## src/rtl/sync_mem_pkg.sv

```systemverilog
// Shared types for sync_mem: clear-sweep sequencer state encoding.
package sync_mem_pkg;
  typedef enum logic {
    CLEAR = 1'b0,
    READY = 1'b1
  } state_e;
endpackage

```

## src/rtl/sync_mem_init.sv

```systemverilog
// Clear sequencer for sync_mem: sweeps every word address once after reset,
// then holds READY until the next reset.
module sync_mem_init
  import sync_mem_pkg::*;
#(
  parameter int AWIDTH = 8
) (
  input  logic              clk,
  input  logic              rst,
  output logic              o_clr_en,
  output logic [AWIDTH-1:0] o_clr_ptr,
  output logic              o_init_done
);

  state_e            r_state, w_state_nxt;
  logic [AWIDTH-1:0] r_clr_ptr, w_clr_ptr_nxt;

  always_ff @(posedge clk) begin
    if (rst) begin
      r_state   <= CLEAR;
      r_clr_ptr <= '0;
    end else begin
      r_state   <= w_state_nxt;
      r_clr_ptr <= w_clr_ptr_nxt;
    end
  end

  always_comb begin
    w_state_nxt   = r_state;
    w_clr_ptr_nxt = r_clr_ptr;
    o_clr_en      = 1'b0;
    o_init_done   = 1'b0;
    case (r_state)
      CLEAR: begin
        o_clr_en      = 1'b1;
        w_clr_ptr_nxt = r_clr_ptr + 1'b1;
        if (r_clr_ptr == {AWIDTH{1'b1}}) w_state_nxt = READY;
      end
      READY: o_init_done = 1'b1;
      default: w_state_nxt = CLEAR;
    endcase
  end

  assign o_clr_ptr = r_clr_ptr;

endmodule

```

## src/rtl/sync_mem.sv

```systemverilog
// Byte-enabled 1R1W synchronous memory with a post-reset zero sweep.
// Define SYNC_MEM_BYPASS_EN to forward same-address write data to the read port.
module sync_mem
  import sync_mem_pkg::*;
#(
  parameter  int AWIDTH = 8,
  parameter  int DWIDTH = 8,
  localparam int DEPTH  = 1 << AWIDTH,
  localparam int NBYTES = DWIDTH / 8
) (
  input  logic              clk,
  input  logic              rst,
  input  logic              wr_en,
  input  logic [AWIDTH-1:0] wr_addr,
  input  logic [DWIDTH-1:0] wr_data,
  input  logic [NBYTES-1:0] wr_be,
  input  logic              rd_en,
  input  logic [AWIDTH-1:0] rd_addr,
  output logic [DWIDTH-1:0] rd_data,
  output logic              rd_valid,
  output logic              init_done
);

  logic [DWIDTH-1:0] r_mem [DEPTH];
  logic [DWIDTH-1:0] r_rd_data;
  logic              r_rd_valid;

  logic              w_clr_en, w_ready;
  logic [AWIDTH-1:0] w_clr_ptr;
  logic              w_we;
  logic [AWIDTH-1:0] w_we_addr;
  logic [DWIDTH-1:0] w_we_data;
  logic [NBYTES-1:0] w_we_be;
  logic [DWIDTH-1:0] w_rd_word;

  sync_mem_init #(.AWIDTH(AWIDTH)) u_init (
    .clk        (clk),
    .rst        (rst),
    .o_clr_en   (w_clr_en),
    .o_clr_ptr  (w_clr_ptr),
    .o_init_done(w_ready)
  );

  // Sweep owns the write port until READY; the reset edge itself never writes.
  always_comb begin
    w_we      = 1'b0;
    w_we_addr = wr_addr;
    w_we_data = wr_data;
    w_we_be   = wr_be;
    if (!w_ready) begin
      w_we      = w_clr_en;
      w_we_addr = w_clr_ptr;
      w_we_data = '0;
      w_we_be   = '1;
    end else begin
      w_we = wr_en;
    end
    if (rst) w_we = 1'b0;
  end

  always_ff @(posedge clk) begin
    if (w_we) begin
      for (int i = 0; i < NBYTES; i++)
        if (w_we_be[i]) r_mem[w_we_addr][8*i +: 8] <= w_we_data[8*i +: 8];
    end
  end

  always_comb begin
    w_rd_word = r_mem[rd_addr];
`ifdef SYNC_MEM_BYPASS_EN
    if (wr_en && (wr_addr == rd_addr)) begin
      for (int i = 0; i < NBYTES; i++)
        if (wr_be[i]) w_rd_word[8*i +: 8] = wr_data[8*i +: 8];
    end
`endif
  end

  always_ff @(posedge clk) begin
    if (rst) begin
      r_rd_valid <= 1'b0;
      r_rd_data  <= '0;
    end else begin
      r_rd_valid <= w_ready & rd_en;
      if (w_ready && rd_en) r_rd_data <= w_rd_word;
    end
  end

  assign rd_data   = r_rd_data;
  assign rd_valid  = r_rd_valid;
  assign init_done = w_ready;

endmodule
```

## config.mk

```make
export PLATFORM = sky130hd
export DESIGN_NAME = sync_mem
export DESIGN_NICKNAME = d
export VERILOG_FILES = /design/src/rtl/sync_mem_pkg.sv /design/src/rtl/sync_mem_init.sv /design/src/rtl/sync_mem.sv
export SDC_FILE = /design/constraint.sdc
export NUM_CORES = 2
export LEC_CHECK = 0
export CELL_PAD_IN_SITES_DETAIL_PLACEMENT = 2
export CELL_PAD_IN_SITES_GLOBAL_PLACEMENT = 2
export CORE_MARGIN = 2
export CORE_UTILIZATION = 54
export CTS_CLUSTER_DIAMETER = 50
export DETAILED_ROUTE_END_ITERATION = 6
export PLACE_DENSITY_LB_ADDON = 0.1
export SETUP_SLACK_MARGIN = 0.2
export SLEW_MARGIN = 0
export SYNTH_ARGS = -nofsm -noshare
export SYNTH_HDL_FRONTEND = slang
export SYNTH_SLANG_ARGS = --single-unit
```

## constraint.sdc

```tcl
create_clock -name clk -period 9.1 [get_ports clk]
set_input_delay 0.91 -clock clk [delete_from_list [all_inputs] [get_ports clk]]
set_output_delay 0.91 -clock clk [all_outputs]
set_load 0.005 [all_outputs]
```

==> flow_metrics.tcl, run 1 <==
set metrics [dict create \
    lastStage "detailed placement" \
    synth_compound_area_frac 0.0440 \
    muxShareOfSynthArea 0.142 \
    synth_top_family_by_area "multiplexers" \
    syn_inst 4124 \
    synth-edff-count 2048 \
    std_cell_rows 142 \
    synth_top_area_frac 0.758 \
    ys_seq_elements 2066 \
    fp.dieH_microns 392 \
    yosysSeqAreaShare 0.763 \
    synthAdderAreaFrac 0.000154 \
    outcome "aborted with a tool error" \
    numPortBuffers 38 \
    io_pins 39 \
    synth_xor_xnor_area_share 0.000756 \
    error "[ERROR DPL-0033] detailed placement checks failed during check placement." \
    synthArstFlopShare 0 \
    synthFlopType "edfxtp_1" \
    synthesis.area_sq_mm 0.0811 \
    hpwl_microns 177000 \
    ys_types 65 \
    synthTopCellsByArea "edfxtp_1 76%, mux4_2 8.6%, mux2i_1 5.4%" \
    syn_nets 4154 \
    postSynthAreaPerCell_sq_um 19.7 \
    start_util 0.543 \
    gp_congestion 0.835 \
    ys.warnings.count 0 \
    die_x_microns 392 \
    synthSimpleGateAreaFrac 0.0276 \
    yosysTopAreaCell "edfxtp_1" \
]
[metrics by stage]
stage / std cells / hold WS (ns) / cell area (sq um) / setup slack [ns]
floorplan: 4124 / 0.461 / 81100 / 3.74
global placement: 6022 / 0.565 / 83200 / 4.12
[cells by family after synthesis]
family | after synthesis
compound gates | 500
mux | 763
simple gates | 525
xor+xnor | 7
buf+inv | 262
flops | 2066
fa+ha+maj | 1
[cells in the mapped netlist, types with 5 or more instances]
| cell | count |
|---|---|
| inv_1 | 13 |
| a21boi_0 | 14 |
| a211oi_1 | 55 |
| xnor2_1 | 5 |
| edfxtp_1 | 2048 |
| nor2b_1 | 7 |
| o32ai_1 | 11 |
| a22oi_1 | 43 |
| nor2_1 | 288 |
| o21ai_0 | 42 |
| o221ai_1 | 67 |
| buf_8 | 10 |
| buf_6 | 57 |
| a2111oi_0 | 6 |
| o211ai_1 | 21 |
| a31oi_1 | 8 |
| nor3_1 | 20 |
| nand3_1 | 45 |
| nand2_1 | 104 |
| mux2i_1 | 435 |
| buf_2 | 39 |
| a221oi_1 | 20 |
| or3_1 | 10 |
| clkbuf_1 | 96 |
| buf_12 | 7 |
| mux4_2 | 309 |
| nand2b_1 | 17 |
| buf_1 | 6 |
| a211o_1 | 9 |
| and2_1 | 9 |
| buf_4 | 33 |
| dfxtp_1 | 18 |
| o22ai_1 | 123 |
| a21oi_1 | 47 |
| mux2_2 | 18 |
==> run 2, diff against run 1 <==
==> config.mk (replaced) <==
export PLATFORM = sky130hd
export DESIGN_NAME = sync_mem
export DESIGN_NICKNAME = d
export VERILOG_FILES = /design/src/rtl/sync_mem_pkg.sv /design/src/rtl/sync_mem_init.sv /design/src/rtl/sync_mem.sv
export SDC_FILE = /design/constraint.sdc
export NUM_CORES = 2
export LEC_CHECK = 0
export CORE_MARGIN = 2
export CORE_UTILIZATION = 40
export DETAILED_ROUTE_END_ITERATION = 6
export PLACE_DENSITY_LB_ADDON = 0.15
export SLEW_MARGIN = 0
export SYNTH_ARGS = -nofsm -noshare
export SYNTH_HDL_FRONTEND = slang
export SYNTH_SLANG_ARGS = --single-unit
==> run 2 against run 1 <==
The flow now finishes, with violations (slew limit). Synthesized cell count did not move. Area after synthesis did not move.
==> flow_metrics.tcl, run 2 <==
set metrics [dict create \
    outcome "finished with violations" \
    violations "slew limit" \
    cp.required_ns 9.88 \
    path_cells "buf_6 > buf_4 > nand3_1 > o22ai_1 > a211oi_1 > a221oi_1 > o21ai_1 > nor4_1 > a211o_1" \
    worst_slew_pin_slew_ns 1.64 \
    grt_max_degree 199 \
    met3_usage 0.0347 \
    nets 4238 \
    syn_nets 4154 \
    remaining_drc_errors 0 \
    grt_pass1_vias 40400 \
    post-cts-setup-buffers 0 \
    cp_max_fo 36 \
    synth_most_common_cell "edfxtp_1" \
    holdBufCountCts 0 \
    die_x_microns 454 \
    critPathCaptureType "flop" \
    cp.arrival_ns 5.49 \
    drtPass1Iterations 5 \
    final_common_cell "edfxtp_1" \
    maxCapViolCount 0 \
    clock_path_buffers 3 \
    critical_path_class "primary input to flop" \
    ys_seq_elements 2066 \
    r2r-start "u_init.r_state" \
    top_usage_layer "met2" \
    fin_cells 7058 \
    synth-edff-count 2048 \
    path_delay_family "simple AND/OR/NAND/NOR gates" \
    postSynthAreaPerCell_sq_um 19.7 \
    drt_iter0_drc 4239 \
    drive_above_1_share 0.164 \
    synthFlopType "edfxtp_1" \
    hold_start "u_init.o_clr_ptr[1]" \
    grt_pass1_wl_microns 314000 \
    yosysSeqAreaShare 0.763 \
    clock_latency_ns 0.84 \
    postCtsResizedCells 0 \
    core_area_sq_mm 0.202 \
    syn_inst 4124 \
    p_leak_nw 29.3 \
    numPortBuffers 38 \
    post-route-period-util 0.518 \
    maxSlewViolCount 91 \
    start_util 0.402 \
    setup_viol 0 \
    holdPathStages 2 \
    ys_types 65 \
    hpwl_microns 133000 \
    hold_viol_final 0 \
    std_cell_rows 165 \
    fmax_ghz 0.212 \
    routed-via-count 40600 \
    cts_tree "done" \
    vias_per_cell 5.75 \
    largest_register "r_mem" \
    synthArstFlopShare 0 \
    hold_end "u_init.o_clr_ptr[1]" \
    clock-sinks 2066 \
    cts_made_buffers 211 \
    root_buffer "clkbuf_16" \
    hp-class "flop to flop" \
    gr-total-overflow 0 \
    use_met1 0.308 \
    worstSetupStartpointType "primary input" \
    die_area_sq_mm 0.206 \
    max_stage_delay_ns 1.13 \
    final_antenna_net_count 0 \
    timing.slew.headroom -0.0963 \
    clkTransAtPathRegs_ns 0.06 \
    met2_usage 0.332 \
    vdd_drop_max_mv 0.161 \
    ys.warnings.count 0 \
    r2r_slack_ns 4.87 \
    io_pins 39 \
    synthesis.area_sq_mm 0.0811 \
    fin_ws_ns 4.39 \
    rsz0062_at_grt "false" \
    placedCellCount 6667 \
    fp.dieH_microns 454 \
    gp_congestion 0.811 \
    area.growth.synth_to_final_pct 11.5 \
    drt-total-wl_microns 222000 \
    tns_ns 0 \
    finalClockSkew_ns 0.0311 \
    synthTopCellsByArea "edfxtp_1 76%, mux4_2 8.6%, mux2i_1 5.4%" \
    reg2reg_to "r_mem[60][5]" \
    cellPowerDensity_mw_per_mm2 213 \
    synth_top_area_frac 0.758 \
    largest_reg_flops 2048 \
    fin_crit_ns 4.71 \
    synth_commonest_cells "2048 x edfxtp_1, 435 x mux2i_1, 309 x mux4_2, 288 x nor2_1, 123 x o22ai_1" \
    yosysTopAreaCell "edfxtp_1" \
    place_ws_ns 3.60 \
    r2r_cells 4 \
    critPathBufInv 2 \
    htreeDepth 4 \
    cpMaxStageDelayCell "nand3_1" \
    wl_per_cell_microns 31.5 \
    antenna_found_initial 10 \
    grtUsageTotal 0.214 \
    layout_common_cells "2048 x edfxtp_1, 435 x mux2i_1, 309 x mux4_2, 287 x nor2_1, 213 x clkbuf_16" \
]
[run 2: cell counts after synthesis]
No cell type changed its count.
[run 2: through the flow]
stage | hold WS (ns) | instance area [sq um] | total power (W) | util
floorplan | 0.461 | 81100 | 0.0110 | -
global placement | 0.575 | 83900 | 0.0113 | 0.415
detailed placement | 0.571 | 83900 | 0.0113 | 0.415
CTS | 0.582 | 90400 | 0.0194 | 0.448
global route | 0.615 | 90400 | 0.0198 | 0.448
finish | 0.589 | 90400 | 0.0192 | 0.448
[run 2: how the worst max path moves through the flow]
stage,from,to,slack (ns),cells past startpoint
after floorplan,u_init.r_state,r_mem[0][0],3.74,4
after global placement,rd_addr[0],rd_data[3],3.57,9
after detailed placement,rd_addr[4],rd_data[1],3.60,9
after CTS,rd_addr[0],rd_data[3],4.51,9
after global routing,rd_addr[4],rd_data[1],4.27,9
final,rd_addr[4],rd_data[1],4.39,9
[run 2: cell type report]
class	count	area [sq um]
fillers	17200	112000
multi-input cells	1796	17500
inverters	14	55.1
diodes	3	7.51
clock buffers	270	5620
repair buffers	119	1150
well taps	2672	3340
clock inverters	118	875
flip-flops and latches	2066	61900
[run 2: power by group]
part	internal, W	switching (W)
clock	0.00455	0.00365
combinational	0.000272	0.000465
sequential	0.0103	0.00000332
total	0.0151	0.00411
[run 2: worst register-to-register path: cells and delay by family (launching register included)]
kind	cells	cell delay (ns)
simple gates	3	2.41
compound gates	1	0.56
flops	1	0.87
[run 2: cells by family (layout without fill, tap and decap cells)]
| logic type | Yosys count | in the layout | synth area share |
|---|---|---|---|
| other | 0 | 3 | 0 |
| AOI/OAI and AO/OA | 500 | 500 | 0.0440 |
| buffers and inverters | 262 | 521 | 0.0223 |
| muxes | 763 | 763 | 0.142 |
| xor gates and xnor gates | 7 | 7 | 0.000756 |
| adders and majority gates | 1 | 1 | 0.000154 |
| DFF | 2066 | 2066 | 0.763 |
| and+or+nand+nor | 525 | 525 | 0.0276 |
[run 2: per-layer routing]
layer | wire (microns) | up-vias | part of all wire
met5 | 39 | - | 0.00018
li1 | - | 17200 | -
met4 | 7890 | 6 | 0.035
met2 | 104000 | 1401 | 0.47
met3 | 13100 | 337 | 0.059
met1 | 97300 | 21700 | 0.44
(Power assumes the default switching activity.)
